### src/rtl/cpu_step_controller.sv
// cpu_step_controller: turns monitor run/step requests into cpu_tick enables.
// Supports free-run at a programmable rate, single-clock step and
// single-instruction step, and stops ticking by itself when the CPU halts.
module cpu_step_controller #(
  parameter int DIV_WIDTH = 8,
  parameter int CNT_WIDTH = 16
) (
  input  logic                 clock,
  input  logic                 reset,
  input  logic                 run_req,
  input  logic                 stop_req,
  input  logic                 step_clk_req,
  input  logic                 step_inst_req,
  input  logic                 clear_count,
  input  logic [DIV_WIDTH-1:0] div_sel,
  input  logic                 dbg_F0,
  input  logic                 dbg_halt,
  output logic                 cpu_tick,
  output logic                 running,
  output logic                 halted,
  output logic [CNT_WIDTH-1:0] tick_count
);

  typedef enum logic [2:0] {
    IDLE     = 3'd0,
    RUN_TICK = 3'd1,
    RUN_WAIT = 3'd2,
    STEP_CLK = 3'd3,
    SI_TICK  = 3'd4,
    SI_WAIT  = 3'd5,
    HALTED   = 3'd6
  } state_t;

  localparam logic [DIV_WIDTH-1:0] PRESCALE_ONE = {{(DIV_WIDTH-1){1'b0}}, 1'b1};
  localparam logic [CNT_WIDTH-1:0] COUNT_ONE    = {{(CNT_WIDTH-1){1'b0}}, 1'b1};

  state_t               state_reg, state_next;
  logic [DIV_WIDTH-1:0] prescaler_reg, prescaler_next;
  logic [CNT_WIDTH-1:0] tick_count_reg, tick_count_next;

  // Outputs are pure decodes of the registered state: no combinational path
  // from any input, and reset forces them low without waiting for a clock.
  assign cpu_tick   = (state_reg == RUN_TICK) || (state_reg == STEP_CLK) ||
                      (state_reg == SI_TICK);
  assign running    = (state_reg == RUN_TICK) || (state_reg == RUN_WAIT) ||
                      (state_reg == SI_TICK)  || (state_reg == SI_WAIT);
  assign halted     = (state_reg == HALTED);
  assign tick_count = tick_count_reg;

  // State and prescaler registers.
  always_ff @(posedge clock or negedge reset) begin
    if (!reset) begin
      state_reg     <= IDLE;
      prescaler_reg <= '0;
    end else begin
      state_reg     <= state_next;
      prescaler_reg <= prescaler_next;
    end
  end

  // Next-state logic. Tick states always fall into a non-tick state, and the
  // CPU flags are only looked at in non-tick states, so the one-cycle lag of
  // dbg_F0/dbg_halt behind a tick can never cause an extra tick.
  always_comb begin
    state_next     = state_reg;
    prescaler_next = prescaler_reg;
    case (state_reg)
      IDLE: begin
        if (dbg_halt) begin
          state_next = HALTED;
        end else if (stop_req) begin
          state_next = IDLE;
        end else if (run_req) begin
          state_next = RUN_TICK;
        end else if (step_inst_req) begin
          state_next = SI_TICK;
        end else if (step_clk_req) begin
          state_next = STEP_CLK;
        end
      end
      RUN_TICK: begin
        state_next     = RUN_WAIT;
        prescaler_next = '0;
      end
      RUN_WAIT: begin
        // A >= compare lets a lowered div_sel take effect immediately and
        // keeps the prescaler from ever wrapping.
        if (stop_req) begin
          state_next = IDLE;
        end else if (dbg_halt) begin
          state_next = HALTED;
        end else if (prescaler_reg >= div_sel) begin
          state_next = RUN_TICK;
        end else begin
          prescaler_next = prescaler_reg + PRESCALE_ONE;
        end
      end
      STEP_CLK: begin
        state_next = IDLE;
      end
      SI_TICK: begin
        state_next = SI_WAIT;
      end
      SI_WAIT: begin
        // The first tick of an instruction step always leaves F0, so seeing
        // F0 here means the CPU has reached the next instruction fetch.
        if (stop_req) begin
          state_next = IDLE;
        end else if (dbg_halt) begin
          state_next = HALTED;
        end else if (dbg_F0) begin
          state_next = IDLE;
        end else begin
          state_next = SI_TICK;
        end
      end
      HALTED: begin
        if (!dbg_halt) begin
          state_next = IDLE;
        end
      end
      default: begin
        state_next = IDLE;
      end
    endcase
  end

  // Saturating tick counter; a clear in the same cycle as a tick wins.
  always_comb begin
    tick_count_next = tick_count_reg;
    if (clear_count) begin
      tick_count_next = '0;
    end else if (cpu_tick && (tick_count_reg != '1)) begin
      tick_count_next = tick_count_reg + COUNT_ONE;
    end
  end

  // Tick counter register.
  always_ff @(posedge clock or negedge reset) begin
    if (!reset) begin
      tick_count_reg <= '0;
    end else begin
      tick_count_reg <= tick_count_next;
    end
  end

endmodule

### config.mk
export PLATFORM = sky130hd
export DESIGN_NAME = cpu_step_controller
export DESIGN_NICKNAME = d
export VERILOG_FILES = /design/src/rtl/cpu_step_controller.sv
export SDC_FILE = /design/constraint.sdc
export NUM_CORES = 1
export LEC_CHECK = 0
export BUFFER_PORTS_ARGS = -buffer_cell sky130_fd_sc_hd__buf_2
export CELL_PAD_IN_SITES_DETAIL_PLACEMENT = 0
export CELL_PAD_IN_SITES_GLOBAL_PLACEMENT = 2
export CORE_UTILIZATION = 35
export DETAILED_ROUTE_END_ITERATION = 12
export GPL_ROUTABILITY_DRIVEN = 0
export GPL_TIMING_DRIVEN = 0
export PLACE_DENSITY = 0.95
export SYNTH_ARGS = -nofsm -noshare
export SYNTH_HDL_FRONTEND = slang
export SYNTH_SLANG_ARGS = --single-unit
### constraint.sdc
create_clock -name clock -period 6.57 [get_ports clock]
set_input_delay 0.657 -clock clock [delete_from_list [all_inputs] [get_ports clock]]
set_output_delay 0.657 -clock clock [all_outputs]
set_load 0.005 [all_outputs]
== Word level (Yosys, flattened, before mapping) ==
Index checks and enable logic that the tools add are counted.
Operators by class
  add/subtract/negate cells: 2
  $lt $le $gt $ge: 1
  equality and inequality tests: 13
  mux-type cells: 19
  reduce and logical (&&, ||, !) cells: 11
Operator list (number)
  3-bit 2-to-1 mux: 12
  16-bit 2-to-1 mux: 2
  8-bit 2-to-1 mux: 3
  3-bit one-hot mux with 6 select lines: 1
  16-bit by 1-bit adder with 16-bit output (second input constant): 1
  16-bit != test (second input constant): 1
  8-bit one-hot mux with 2 select lines: 1
  3-bit == test (second input constant): 3
  8-bit by 1-bit adder with 8-bit output (second input constant): 1
  8-bit >= comparator: 1
  2-bit != test (second input constant): 4
  3-bit by 2-bit == test with 1-bit output (second input constant): 2
  6-bit != test (second input constant): 1
  1-bit logical OR: 5
  4-bit by 3-bit != test with 1-bit output (second input constant): 1
  4-bit AND reduction: 1
  2-bit nonzero test: 2
  3-bit by 1-bit == test with 1-bit output (second input constant): 1
  3-bit logical NOT: 1
  3-bit AND reduction: 1
  1-bit logical AND: 1
Storage, ports and cells
  bits in registers: 27
  bits of input ports: 17
  word-level logic and storage cells: 49

== Longest topological paths before layout ==
Gate-level depths: netlist of run 1.
  depth in word-level cells: 6
  gate-level depth with buffers: 8
  gate-level depth less buffers: 7

== Least setup slack after synthesis of run 1 ==
OpenSTA, ideal clock, no wires.
  path kind: in2reg
  from: input div_sel[0]
  to: register prescaler_reg[3]
  setup time: 126 ps
  arrival time: 2197 ps
  required time: 6444 ps
  setup slack: 4247 ps
  stages: 6
  cells stage by stage: ha_1 nand2b_1 a2111o_1 a211oi_2 o22ai_2 a221o_1
On the way
  longest elaborated chain between the ends: 3
Ends and longest elaborated chain
  from (decl): RTL line 15  | input logic [DIV_WIDTH-1:0] div_sel,
  8-bit >= comparator: RTL line 92  | end else if (prescaler_reg >= div_sel) begin
  2-bit != test (no source line)
  4-bit AND reduction (no source line)
  to (signal assigned): RTL line 57  | prescaler_reg <= prescaler_next;
  to (decl): RTL line 38  | logic [DIV_WIDTH-1:0] prescaler_reg, prescaler_next;
Every way passes these cells.
A chain may end at the register's enable or synchronous reset.

== Final worst setup path of run 1 ==
  from: input div_sel[0]
  to: register prescaler_reg[5]
Same word-level chain as after synthesis.

==> results_dict.tcl, run 1 <==
set metrics [dict create \
    root_buffer "clkbuf_8" \
    rsz0062_at_grt "false" \
    hp-class "in2async" \
    worst_clock_skew_ps 4.37 \
    leakage_uw 0.000973 \
    setup_viol 0 \
    max-slew-margin-rel_pct 53.1 \
    n_fill_cell 490 \
    fp.dieW_um 72.8 \
    synth-edff-count 0 \
    ys_seq_area_share_pct 38.5 \
    htreeDepth 1 \
    ys_top_cells_by_area "dfrtp_1 (39%), ha_1 (7.1%), xnor2_1 (6.5%)" \
    worst_pin_slew_ps 696 \
    worstSetupPathType "in2reg" \
    seqCellArea_um2 676 \
    track_usage_pct 14.6 \
    grt_max_degree 28 \
    cts_tree "done" \
    grt_pass1_wl_um 6110 \
    pre_cts_slack_ps 3990 \
    path_max_fanout 8 \
    port-buffer-count 34 \
    clock-sinks 27 \
    drive_gt1_share_pct 21.6 \
    diodes 0 \
    ir_drop_v 0.000137 \
    yosysWarnings 0 \
    cts_setup_buffers 0 \
    dr_total_vias 1526 \
    synth_ff_type "dfrtp_1" \
    status "finished, final reports clean" \
    max-clock-path-buffers 2 \
    coreArea_mm2 0.00479 \
    post_cts_resized 0 \
    fin_ws_ps 4280 \
    grt_pass1_vias 1319 \
    drcViolationCount 0 \
    largest_register_ffs 16 \
    clkTransAtPathRegs_ps 90 \
    final_cell_area_mm2 0.00205 \
    synthArstFlopShare_pct 100 \
    routed_wl_um 3660 \
    die_h_um 72.8 \
    clock_latency_ps 270 \
    drtIter0Drc 65 \
    nets 259 \
    multi_input_area_um2 976 \
    slowest_stage "a2111o_1" \
    grt_overflow 0 \
    synth-seq-cells 27 \
    hold_ws_ps 383 \
    finalHoldViolCount 0 \
    via_per_inst 5.12 \
    syn2layout_area_growth_pct 17.0 \
    start_util_pct 36.7 \
    drt-pass1-iter-count 4 \
    syn_nets 220 \
    synth_top_area_cell "dfrtp_1" \
    startpoint "div_sel[0]" \
    wl_per_cell_um 12.3 \
    placedInstanceArea_mm2 0.00201 \
    drv_cap 0 \
    cts_buffers 3 \
    max_freq_mhz 437 \
    synth_most_common_cell "nor2_1" \
    avgSynthCellArea_um2 9.09 \
    synth_commonest_cells "nor2_1 (28), dfrtp_1 (27), inv_1 (19), xnor2_1 (13), a21oi_1 (11)" \
    fin_crit_ps 2290 \
    synthCells 193 \
    holdBufCountCts 0 \
    stdcell_count 298 \
    die_area_mm2 0.00530 \
    p_per_area_mw_per_mm2 264 \
    worstPathCellList "buf_2 -> ha_1 -> nand2b_1 -> a2111o_1 -> a211oi_2 -> o22ai_2 -> a221o_1" \
    critical_path_required_ps 6730 \
    dp_cells 294 \
    final.setup.tns_ps 0 \
    io-pin-count 36 \
    min_period_over_period_pct 34.8 \
    antenna_found_initial 0 \
    num_rows 25 \
    dpl.hpwl_um 2730 \
    cp_data_arrival_time_ps 2440 \
    slowest_delay_ps 450 \
    netlist_area_mm2 0.00175 \
    ys_types 44 \
    slew_violations 0 \
    final_antenna_net_count 0 \
    start_kind "input pin" \
    synth_top_area_share_pct 38.5 \
    r2r-start "prescaler_reg[0]$_DFFE_PN0P_" \
    end_kind "flop" \
]
==> report_power, final <==
| group | switching, µW | total [µW] | internal [µW] | leakage, µW |
|---|---|---|---|---|
| Combinational | 134 | 238 | 104 | 0.000581 |
| Clock | 48.5 | 91.8 | 43.4 | 0.0000228 |
| Sequential | 23.5 | 213 | 189 | 0.000369 |
| Total | 206 | 542 | 336 | 0.000973 |
==> metrics by stage <==
step	utilization, %	power [µW]
final	42.9	542
after CTS	42.9	551
after global placement	42.0	453
after global routing	42.9	591
after floorplan	-	387
after detailed placement	42.0	457
==> layer usage <==
metal | vias up | share of wire [%] | global-route usage [%]
met3 | 2 | 3.1 | 2.90
li1 | 777 | - | -
met1 | 719 | 51 | 21.1
met4 | 0 | 0.63 | 1.96
met2 | 28 | 45 | 22.9
met5 | - | 0 | 0
==> layout make-up <==
type | count | area share [%]
flip-flops and latches | 27 | 32.9
inverters | 19 | 3.47
repair buffers | 34 | 8.29
plain buffers | 6 | 1.52
well taps | 67 | 4.08
multi-input cells | 141 | 47.5
clock buffers | 4 | 2.19
==> placed cells by master, fill, tap and decap left out, types with 2 or more instances in the layout <==
master	instances
nor3_1	7
mux2i_1	2
nand3_1	6
a311oi_1	2
a21oi_1	11
a211oi_1	2
inv_1	19
nor4_1	5
buf_2	35
buf_4	2
nor3b_1	2
o21ai_0	5
dfrtp_1	27
nand4_1	4
nor2_1	28
a221o_1	5
nand2_1	6
xnor2_1	13
nor2b_1	2
clkbuf_1	3
or2_2	2
clkbuf_8	3
ha_1	10
a41oi_1	2
and3_1	7
and4_1	2
==> kinds of logic after synthesis <==
kind of cell	count (synthesis)	share of synthesized area (%)
buffers and inverters	25	5.85
flip-flops	27	38.5
XOR/XNOR	13	6.49
AND/OR/NAND/NOR	74	22.1
adder cells (fa/ha/maj)	10	7.13
AO/OA/AOI/OAI	41	18.1
multiplexers	3	1.78
==> worst max-delay path, delay by kind of cell <==
kind | cells | cell delay, ps
simple gates | 1 | 130
fa+ha+maj | 1 | 270
compound gates | 4 | 1290
buf+inv | 1 | 100
==> path summary, 6_finish.rpt <==
| check | endpoint | slack, ps | depth (start not counted) |
|---|---|---|---|
| min in group clock | tick_count[2]$_DFFE_PN0P_ | 530 | 1 |
| worst min-delay path | tick_count[7]$_DFFE_PN0P_ | 380 | 1 |
| worst min register to register | tick_count[2]$_DFFE_PN0P_ | 530 | 1 |
| max in group asynchronous | tick_count[3]$_DFFE_PN0P_ | 5790 | 1 |
| worst max-delay path | prescaler_reg[5]$_DFFE_PN0P_ | 4280 | 7 |
| worst max register to register | prescaler_reg[5]$_DFFE_PN0P_ | 4320 | 7 |
Note: power is estimated with default switching activity, not from simulation.
==> inputs of run 2 (changes only) <==
ABC_AREA = 1   (was default)
CORE_UTILIZATION = 30   (was 35)
PLACE_DENSITY = 0.9   (was 0.95)
clock period = 2.4 ns   (was 6.57 ns; I/O delays follow)
==> results_dict.tcl, run 2 <==
set metrics [dict create \
    status "finished, final reports clean" \
    ys_top_cells_by_area "dfrtp_1 (34%), nand2_1 (21%), nand3_1 (7.8%)" \
    drtIter0Drc 54 \
    r2r-start "prescaler_reg[5]$_DFFE_PN0P_" \
    largest_register_ffs 16 \
    avgSynthCellArea_um2 6.66 \
    max_freq_mhz 521 \
    synthArstFlopShare_pct 100 \
    cp_data_arrival_time_ps 2090 \
    synth_top_area_share_pct 34.1 \
    power_report.internal_total_uw 794 \
    root_buffer "clkbuf_8" \
    hold_start "dbg_halt" \
    die_h_um 83.2 \
    power_frac_seq_pct 41.1 \
    rsz0062_at_grt "false" \
    cts_tree "done" \
    dpl.hpwl_um 3590 \
    leakage_uw 0.00127 \
    yosysWarnings 0 \
    fin_ws_ps 479 \
    clkTransAtPathRegs_ps 90 \
    mostFrequentLayoutCells "nand2_1 (109), buf_2 (35), inv_1 (32)" \
    min_period_over_period_pct 80.0 \
    max-slew-margin-rel_pct 58.4 \
    ir_drop_v 0.000290 \
    critical_path_required_ps 2560 \
    track_usage_pct 14.0 \
    ys_seq_area_share_pct 34.1 \
    ys_types 26 \
    routed_wl_um 4710 \
    drv_cap 0 \
    final_antenna_net_count 0 \
    diodes 0 \
    pre_cts_slack_ps 499 \
    worst_pin_slew_ps 625 \
    htreeDepth 1 \
    synth_mux_area_share_pct 0 \
    worst_clock_skew_ps 12.0 \
    synth_top_family_by_area "simple AND/OR/NAND/NOR gates" \
    synth_compound_gate_area_share_pct 5.44 \
    drive_gt1_share_pct 14.8 \
    p_per_area_mw_per_mm2 589 \
    grt_pass1_vias 1722 \
    syn_nets 324 \
    grt_max_degree 28 \
    synth-edff-count 0 \
    drt-pass1-iter-count 4 \
    clock_latency_ps 280 \
    max-clock-path-buffers 2 \
    via_per_inst 4.71 \
    path_max_fanout 8 \
    final_common_cell "nand2_1" \
    netlist_area_mm2 0.00198 \
    switching_share_pct 41.6 \
    dr_total_vias 1948 \
    synthSimpleGateAreaFrac_pct 41.2 \
    syn2layout_area_growth_pct 16.5 \
    synth_top_area_cell "dfrtp_1" \
    post_cts_resized 0 \
    wl_per_cell_um 11.4 \
    fin_crit_ps 1920 \
    startpoint "prescaler_reg[5]$_DFFE_PN0P_" \
    grt_pass1_wl_um 8020 \
    synthAdderAreaFrac_pct 6.32 \
    p_comb_share_pct 39.1 \
    start_kind "flop" \
    synthCells 297 \
    clock_power_share_pct 19.8 \
    synth_commonest_cells "nand2_1 (109), inv_1 (32), nand3_1 (31), nor2_1 (31), dfrtp_1 (27)" \
    hp-class "in2reg" \
    io-pin-count 36 \
    end_kind "flop" \
    slew_violations 0 \
    num_rows 29 \
    nets 365 \
    grt_overflow 0 \
    worstSetupPathType "reg2reg" \
    fp.dieW_um 83.2 \
    start_util_pct 31.2 \
    port-buffer-count 35 \
    final.setup.tns_ps 0 \
    synth-seq-cells 27 \
    synth_most_common_cell "nand2_1" \
    drcViolationCount 0 \
    synth_ff_type "dfrtp_1" \
    synth_xor_xnor_area_share_pct 4.87 \
    setup_viol 0 \
    finalHoldViolCount 0 \
    clock-sinks 27 \
    cts_buffers 3 \
    antenna_found_initial 0 \
    die_area_mm2 0.00693 \
    coreArea_mm2 0.00635 \
    p_switching_uw 565 \
]
[run 2: cell types whose count changed in the layout (fill, tap and decap cells not counted), moves of 5 or more]
cell	before	now
o21ai_1	1	8
nand2_1	6	109
nor4_1	5	0
a221o_1	5	0
and3_1	7	0
nand3_1	6	31
xor2_1	0	11
a21oi_1	11	3
xnor2_1	13	0
inv_1	19	32
[run 2: worst paths after layout]
kind / endpoint / cells after the start / slack (ps)
max: prescaler_reg[0]$_DFFE_PN0P_ / 11 / 480
min: state_reg[2]$_DFFE_PN0P_ / 3 / 240
max reg2reg: prescaler_reg[0]$_DFFE_PN0P_ / 11 / 480
min in group asynchronous: tick_count[9]$_DFFE_PN0P_ / 2 / 500
min reg2reg: prescaler_reg[7]$_DFFE_PN0P_ / 2 / 540
max in group asynchronous: state_reg[1]$_DFFE_PN0P_ / 2 / 1480
[run 2: worst max-delay path, stage by stage (launching register included)]
cell and delay (ps):
dfrtp_1 450, ha_1 310, nand2_1 70, nand2_1 50
nand2_1 50, nand2_1 60, nor2_2 190, nand2_1 90
nand2_1 140, nand2_1 230, nand2_1 120, nand2_1 60
[run 2: metal layers]
metal  track usage [%]  vias up  wire length, µm
met1              20.4      902             2570
met2              21.8       20             2040
li1                  -     1024                -
met5                 0        -                0
met4              3.76        0               15
met3              1.59        2               83
[run 2: metrics by stage]
stage               std cells  util (%)  cell area [µm²]  total power (µW)  hold WS, ps
finish                    414      36.3             2310              1360          240
global route              414      36.3             2310              1490          245
CTS                       414      36.3             2310              1380          233
detailed placement        409      35.4             2250              1110          301
global placement          409      35.4             2250              1100          298
floorplan                 297         -             1980               919        -55.6
[run 2: final cells by class]
type                       count  area, µm²
buffer                         2       15.0
multi-input combinational    231       1140
inverter                      37        144
clock buffer                   4       45.0
fill                         691       4040
sequential                    27        676
tap                           77       96.3
timing repair buffer          36        185
[run 2: logic make-up after synthesis]
| family | Yosys count |
|---|---|
| simple gates | 191 |
| fa+ha+maj | 10 |
| buf+inv | 39 |
| xor+xnor | 11 |
| flops | 27 |
| compound gates | 19 |
[run 2: timing repair]
action                    in CTS  in global routing
hold buffers                   1                  0
buffers inserted               0                  0
hold endpoints to repair      13                  0
[run 2: power groups by stage]
stage          Combinational, µW  Sequential [µW]  Clock, µW
2_1_floorplan                363              557          0
5_1_grt                      623              565        301
3_3_place_gp                 538              565          0
4_1_cts                      543              558        281
3_5_place_dp                 538              567          0
6_report                     531              558        270
